[src/rtl/mem_store_unit.sv]
// Store unit: serialises 1/2/4-byte stores from the reorder buffer into byte-wide RAM writes.
// Optional IO back-pressure stall is compiled in with `define MEM_IO_STALL_EN.
module mem_store_unit (
  input  logic        clk,
  input  logic        rst,
  input  logic        rdy,
  input  logic        in_rob_save_data,
  input  logic [2:0]  in_rob_size,
  input  logic [31:0] in_rob_address,
  input  logic [31:0] in_rob_data,
  output logic        out_rob_save_done,
  input  logic        in_io_buffer_full,
  output logic [31:0] out_ram_a,
  output logic [7:0]  out_ram_dout,
  output logic        out_ram_wr,
  output logic        out_busy
);

  localparam logic [1:0] IDLE  = 2'd0;
  localparam logic [1:0] WRITE = 2'd1;
  localparam logic [1:0] DONE  = 2'd2;

  logic [1:0]  state;
  logic [1:0]  cnt;
  logic [2:0]  size_q;
  logic [31:0] addr_q;
  logic [31:0] data_q;
  logic        size_ok;
  logic        last_byte;
  logic        stall;
  logic        in_write;

  assign size_ok   = (in_rob_size == 3'd1) || (in_rob_size == 3'd2) || (in_rob_size == 3'd4);
  assign last_byte = ({1'b0, cnt} == (size_q - 3'd1));
  assign in_write  = (state == WRITE);

`ifdef MEM_IO_STALL_EN
  // IO space lives at address[17:16] == 2'b11; hold the byte until the IO buffer drains.
  assign stall = in_write && (addr_q[17:16] == 2'b11) && in_io_buffer_full;
`else
  logic unused_io_full;
  assign unused_io_full = in_io_buffer_full;
  assign stall          = 1'b0;
`endif

  // NOTE: sequential state uses non-blocking (<=) so every register samples pre-edge values.
  always_ff @(posedge clk or negedge rst) begin
    if (!rst) begin
      state  <= IDLE;
      cnt    <= 2'd0;
      size_q <= 3'd0;
      addr_q <= 32'd0;
      data_q <= 32'd0;
    end else if (rdy) begin
      case (state)
        IDLE: begin
          if (in_rob_save_data) begin
            if (size_ok) begin
              addr_q <= in_rob_address;
              data_q <= in_rob_data;
              size_q <= in_rob_size;
              cnt    <= 2'd0;
              state  <= WRITE;
            end else begin
              state <= DONE;
            end
          end
        end
        WRITE: begin
          if (!stall) begin
            if (last_byte) state <= DONE;
            else           cnt   <= cnt + 2'd1;
          end
        end
        DONE:    state <= IDLE;
        default: state <= IDLE;
      endcase
    end
  end

  // NOTE: every always_comb output gets a default first so no path can infer a latch.
  always_comb begin
    out_ram_a    = 32'd0;
    out_ram_dout = 8'd0;
    if (in_write) begin
      out_ram_a = addr_q + {30'd0, cnt};
      case (cnt)
        2'd0:    out_ram_dout = data_q[7:0];
        2'd1:    out_ram_dout = data_q[15:8];
        2'd2:    out_ram_dout = data_q[23:16];
        default: out_ram_dout = data_q[31:24];
      endcase
    end
  end

  // Strobes are gated by rdy so a frozen cycle neither writes nor consumes the done pulse.
  assign out_ram_wr        = in_write && rdy && !stall;
  assign out_rob_save_done = (state == DONE) && rdy;
  assign out_busy          = (state != IDLE);

endmodule

[config.mk]
export PLATFORM = sky130hd
export DESIGN_NAME = mem_store_unit
export DESIGN_NICKNAME = d
export VERILOG_FILES = /design/src/rtl/mem_store_unit.sv
export SDC_FILE = /design/constraint.sdc
export NUM_CORES = 1
export LEC_CHECK = 0
export CAP_MARGIN = 20
export CORE_UTILIZATION = 45
export DETAILED_ROUTE_END_ITERATION = 12
export PLACE_DENSITY = 0.83
export SLEW_MARGIN = 20
export SYNTH_ARGS = -nofsm -noshare
export SYNTH_HDL_FRONTEND = slang
export SYNTH_SLANG_ARGS = --single-unit
export TNS_END_PERCENT = 100
[constraint.sdc]
create_clock -name clk -period 2.7 [get_ports clk]
set_input_delay 0.54 -clock clk [delete_from_list [all_inputs] [get_ports clk]]
set_output_delay 0.54 -clock clk [all_outputs]
set_load 0.05 [all_outputs]
==> flow_summary.toml <==
[status]
status = "finished with violations"
violations = "setup timing"

[detailed_routing]
vias_per_cell = 5.56
met3_length_um = 575
drt_first_pass_iters = 7
wl_met2_um = 6200
num_vias = 3419
routed_wl_um = 11900
wl_per_cell_um = 19.4
drt_iter0_markers = 131
met1_length_um = 4570
postRouteAntennaNets = 0
drc_errors = 0
top_layer = "met4"

[floorplan]
die_h_um = 94.3
start_util_pct = 46.7
rows = 33
die-area_sq_mm = 0.00890
core_sq_mm = 0.00822
die_x_um = 94.3
pin_count = 115

[power]
fin_total_pwr_mw = 7.47
p_leak_nw = 2.63
switchingPower_mw = 3.30
ir_worst_vdd_mv = 0.710
intPower_mw = 4.17
p_seq_share_pct = 28.1
p_clk_share_pct = 11.5
power_frac_comb_pct = 60.4
p_per_area_mw_per_mm2 = 1190
switching_share_pct = 44.1

[place]
port_buffers = 113
placed_area_sq_mm = 0.00561
placed_cells = 580
gp_congestion = 0.858
dp_hpwl_um = 7160

[clocking]
clockBufferDepth = 2
cts_tree = "yes"
cts-hold-fix-buffers = 0
ctsRootBufferMaster = "clkbuf_8"
clock-sinks = 71
clock_latency_ns = 0.35
cts_made_buffers = 9
htree_levels = 3
path_clk_slew_ns = 0.08

[worst_setup_path]
required_ns = 2.16
start_kind = "flop"
crit_arrival_ns = 2.56
critPathCaptureType = "output port"
cp_max_fo = 2
worstSetupPathType = "reg -> out"

[finish]
stdcell_area_sq_mm = 0.00627
layout.nets = 585
insertedDiodeCount = 0
area_growth_pct = 63.3
drive_above_1_share_pct = 40.8
fin_cells = 615
final_cell_mix = "71 x dfrtp_1, 71 x clkdlybuf4s50_1, 49 x mux2_2"

[timing]
slew-limit-headroom_pct = 59.7
drv_slew = 0
period_share_pct = 115
setup_tns_ns = -6.26
setup_viol = 32
worstMarginPinSlew_ns = 0.604
max_freq_mhz = 322
hold_viol_final = 0
setup_ws_ns = -0.403
finalClockSkew_ns = 0.00890
rsz0062_at_grt = "true"
layout_min_cycle_time_ns = 3.10

[logic_synthesis]
ys_seq_area_share_pct = 46.3
ys_types = 37
syn-instance-count = 359
netlist_area_sq_mm = 0.00384
ys_ff_latch = 71
syn_avg_cell_area_sq_um = 10.7
yosysWarningCount = 0
synthesis.nets = 439

[grt]
grt_pass1_vias = 3389
grt_max_degree = 48
grt_pass1_wl_um = 16800
grt-ovfl-total = 0
track_usage_pct = 25.2
antenna_found_initial = 0

[min_path]
hold_path_class = "in -> async"

[job]
cap_viol_max_count = 0
power groups by stage:
stage | Sequential [mW] | Combinational, mW | Clock, mW
2_1_floorplan | 1.96 | 2.45 | 0
3_5_place_dp | 2.04 | 4.04 | 0
5_1_grt | 2.16 | 4.76 | 0.920
6_report | 2.10 | 4.51 | 0.860
3_3_place_gp | 2.00 | 3.95 | 0
4_1_cts | 2.03 | 4.14 | 0.864
through the flow:
step	worst slack, ns	utilization (%)	hold WS (ns)
2_1_floorplan	-0.149	-	0.244
3_3_place_gp	0.0166	68.3	0.475
3_5_place_dp	-0.0206	68.3	0.485
4_1_cts	-0.389	73.0	0.184
5_1_grt	-0.470	76.3	0.210
6_report	-0.403	76.3	0.172
cell usage after synthesis:
| cell | number | area (sq um) |
|---|---|---|
| or2_2 | 2 | 12.5 |
| and2b_1 | 1 | 7.51 |
| o21a_1 | 1 | 7.51 |
| o21ai_0 | 4 | 20.0 |
| or3_4 | 1 | 11.3 |
| xnor2_1 | 19 | 166 |
| ha_1 | 7 | 87.6 |
| and4_1 | 5 | 43.8 |
| a21o_1 | 2 | 15.0 |
| nand3_2 | 1 | 10.0 |
| o21ai_1 | 1 | 5.00 |
| a21oi_1 | 13 | 65.1 |
| inv_1 | 10 | 37.5 |
| dfrtp_1 | 71 | 1780 |
| a22o_1 | 1 | 8.76 |
| nor2_1 | 51 | 191 |
| mux2_1 | 18 | 203 |
| or3_1 | 3 | 18.8 |
| nor3b_1 | 3 | 22.5 |
| nor3_1 | 8 | 40.0 |
| clkbuf_1 | 14 | 52.6 |
| nor4_1 | 5 | 31.3 |
| nand4_1 | 5 | 31.3 |
| nand3_1 | 11 | 55.1 |
| buf_6 | 1 | 11.3 |
| xor2_1 | 12 | 105 |
| buf_1 | 6 | 22.5 |
| or4_4 | 1 | 11.3 |
| fa_1 | 1 | 20.0 |
| a211o_1 | 1 | 8.76 |
| a222oi_1 | 8 | 80.1 |
| nand2_1 | 16 | 60.1 |
| mux2_2 | 49 | 552 |
| o31ai_1 | 1 | 7.51 |
| nand2b_1 | 2 | 12.5 |
| or4_1 | 1 | 7.51 |
| and3_1 | 3 | 18.8 |
final cells by class:
type	instances	area [sq um]
Clock buffer	10	138
Tap cell	105	131
Fill cell	447	1950
Inverter	10	37.5
Timing Repair Buffer	156	1860
Multi-Input combinational cell	257	2260
Sequential cell	71	1780
Clock inverter	6	60.1
critical path, cell delays in order, from the launching register on:
cell	delay (ns)
dfrtp_1	0.41
nand3_2	0.11
or4_4	0.51
buf_6	0.14
or3_4	0.39
or3_4	0.35
a21oi_4	0.15
buf_12	0.15
sequential cells by signal (all words and copies together), names as in the netlist:
register,flops
data_q,32
size_q,3
cnt,2
addr_q,32
state,2
path summary, 6_finish.rpt:
path	slack (ns)	startpoint	end	cells after the start
worst max-delay path	-0.40	addr_q[13]	out_ram_a[31]	7
worst max register to register	0.40	cnt[0]	cnt[0]	11
worst min register to register	0.49	data_q[5]	data_q[5]	1
worst min-delay path	0.17	rst	data_q[24]	1
max in group asynchronous	1.89	rst	data_q[9]	2
min in group clk	0.49	data_q[5]	data_q[5]	1
cell families (layout without fill, tap and decap cells):
family | count (synthesis) | in the layout | synth area share [%]
buffers and inverters | 31 | 182 | 3.23
muxes | 67 | 67 | 19.7
and+or+nand+nor | 119 | 119 | 15.3
AOI/OAI and AO/OA | 32 | 32 | 5.67
DFF | 71 | 71 | 46.3
adders and majority gates | 8 | 8 | 2.80
xor gates and xnor gates | 31 | 31 | 7.08
what timing repair did:
item,in CTS,in global routing
setup endpoints to repair,23,34
resized for setup,31,34
buffers inserted,7,14
pin swaps,27,29
cloned,0,0
layer usage:
metal  vias to the layer above  global-route usage, %
li1                       1551                      -
met1                      1692                   29.6
met2                       130                   42.8
met3                        46                   5.64
met4                         0                   13.2
met5                         -                      0
Power figures use the tool's default switching activity.
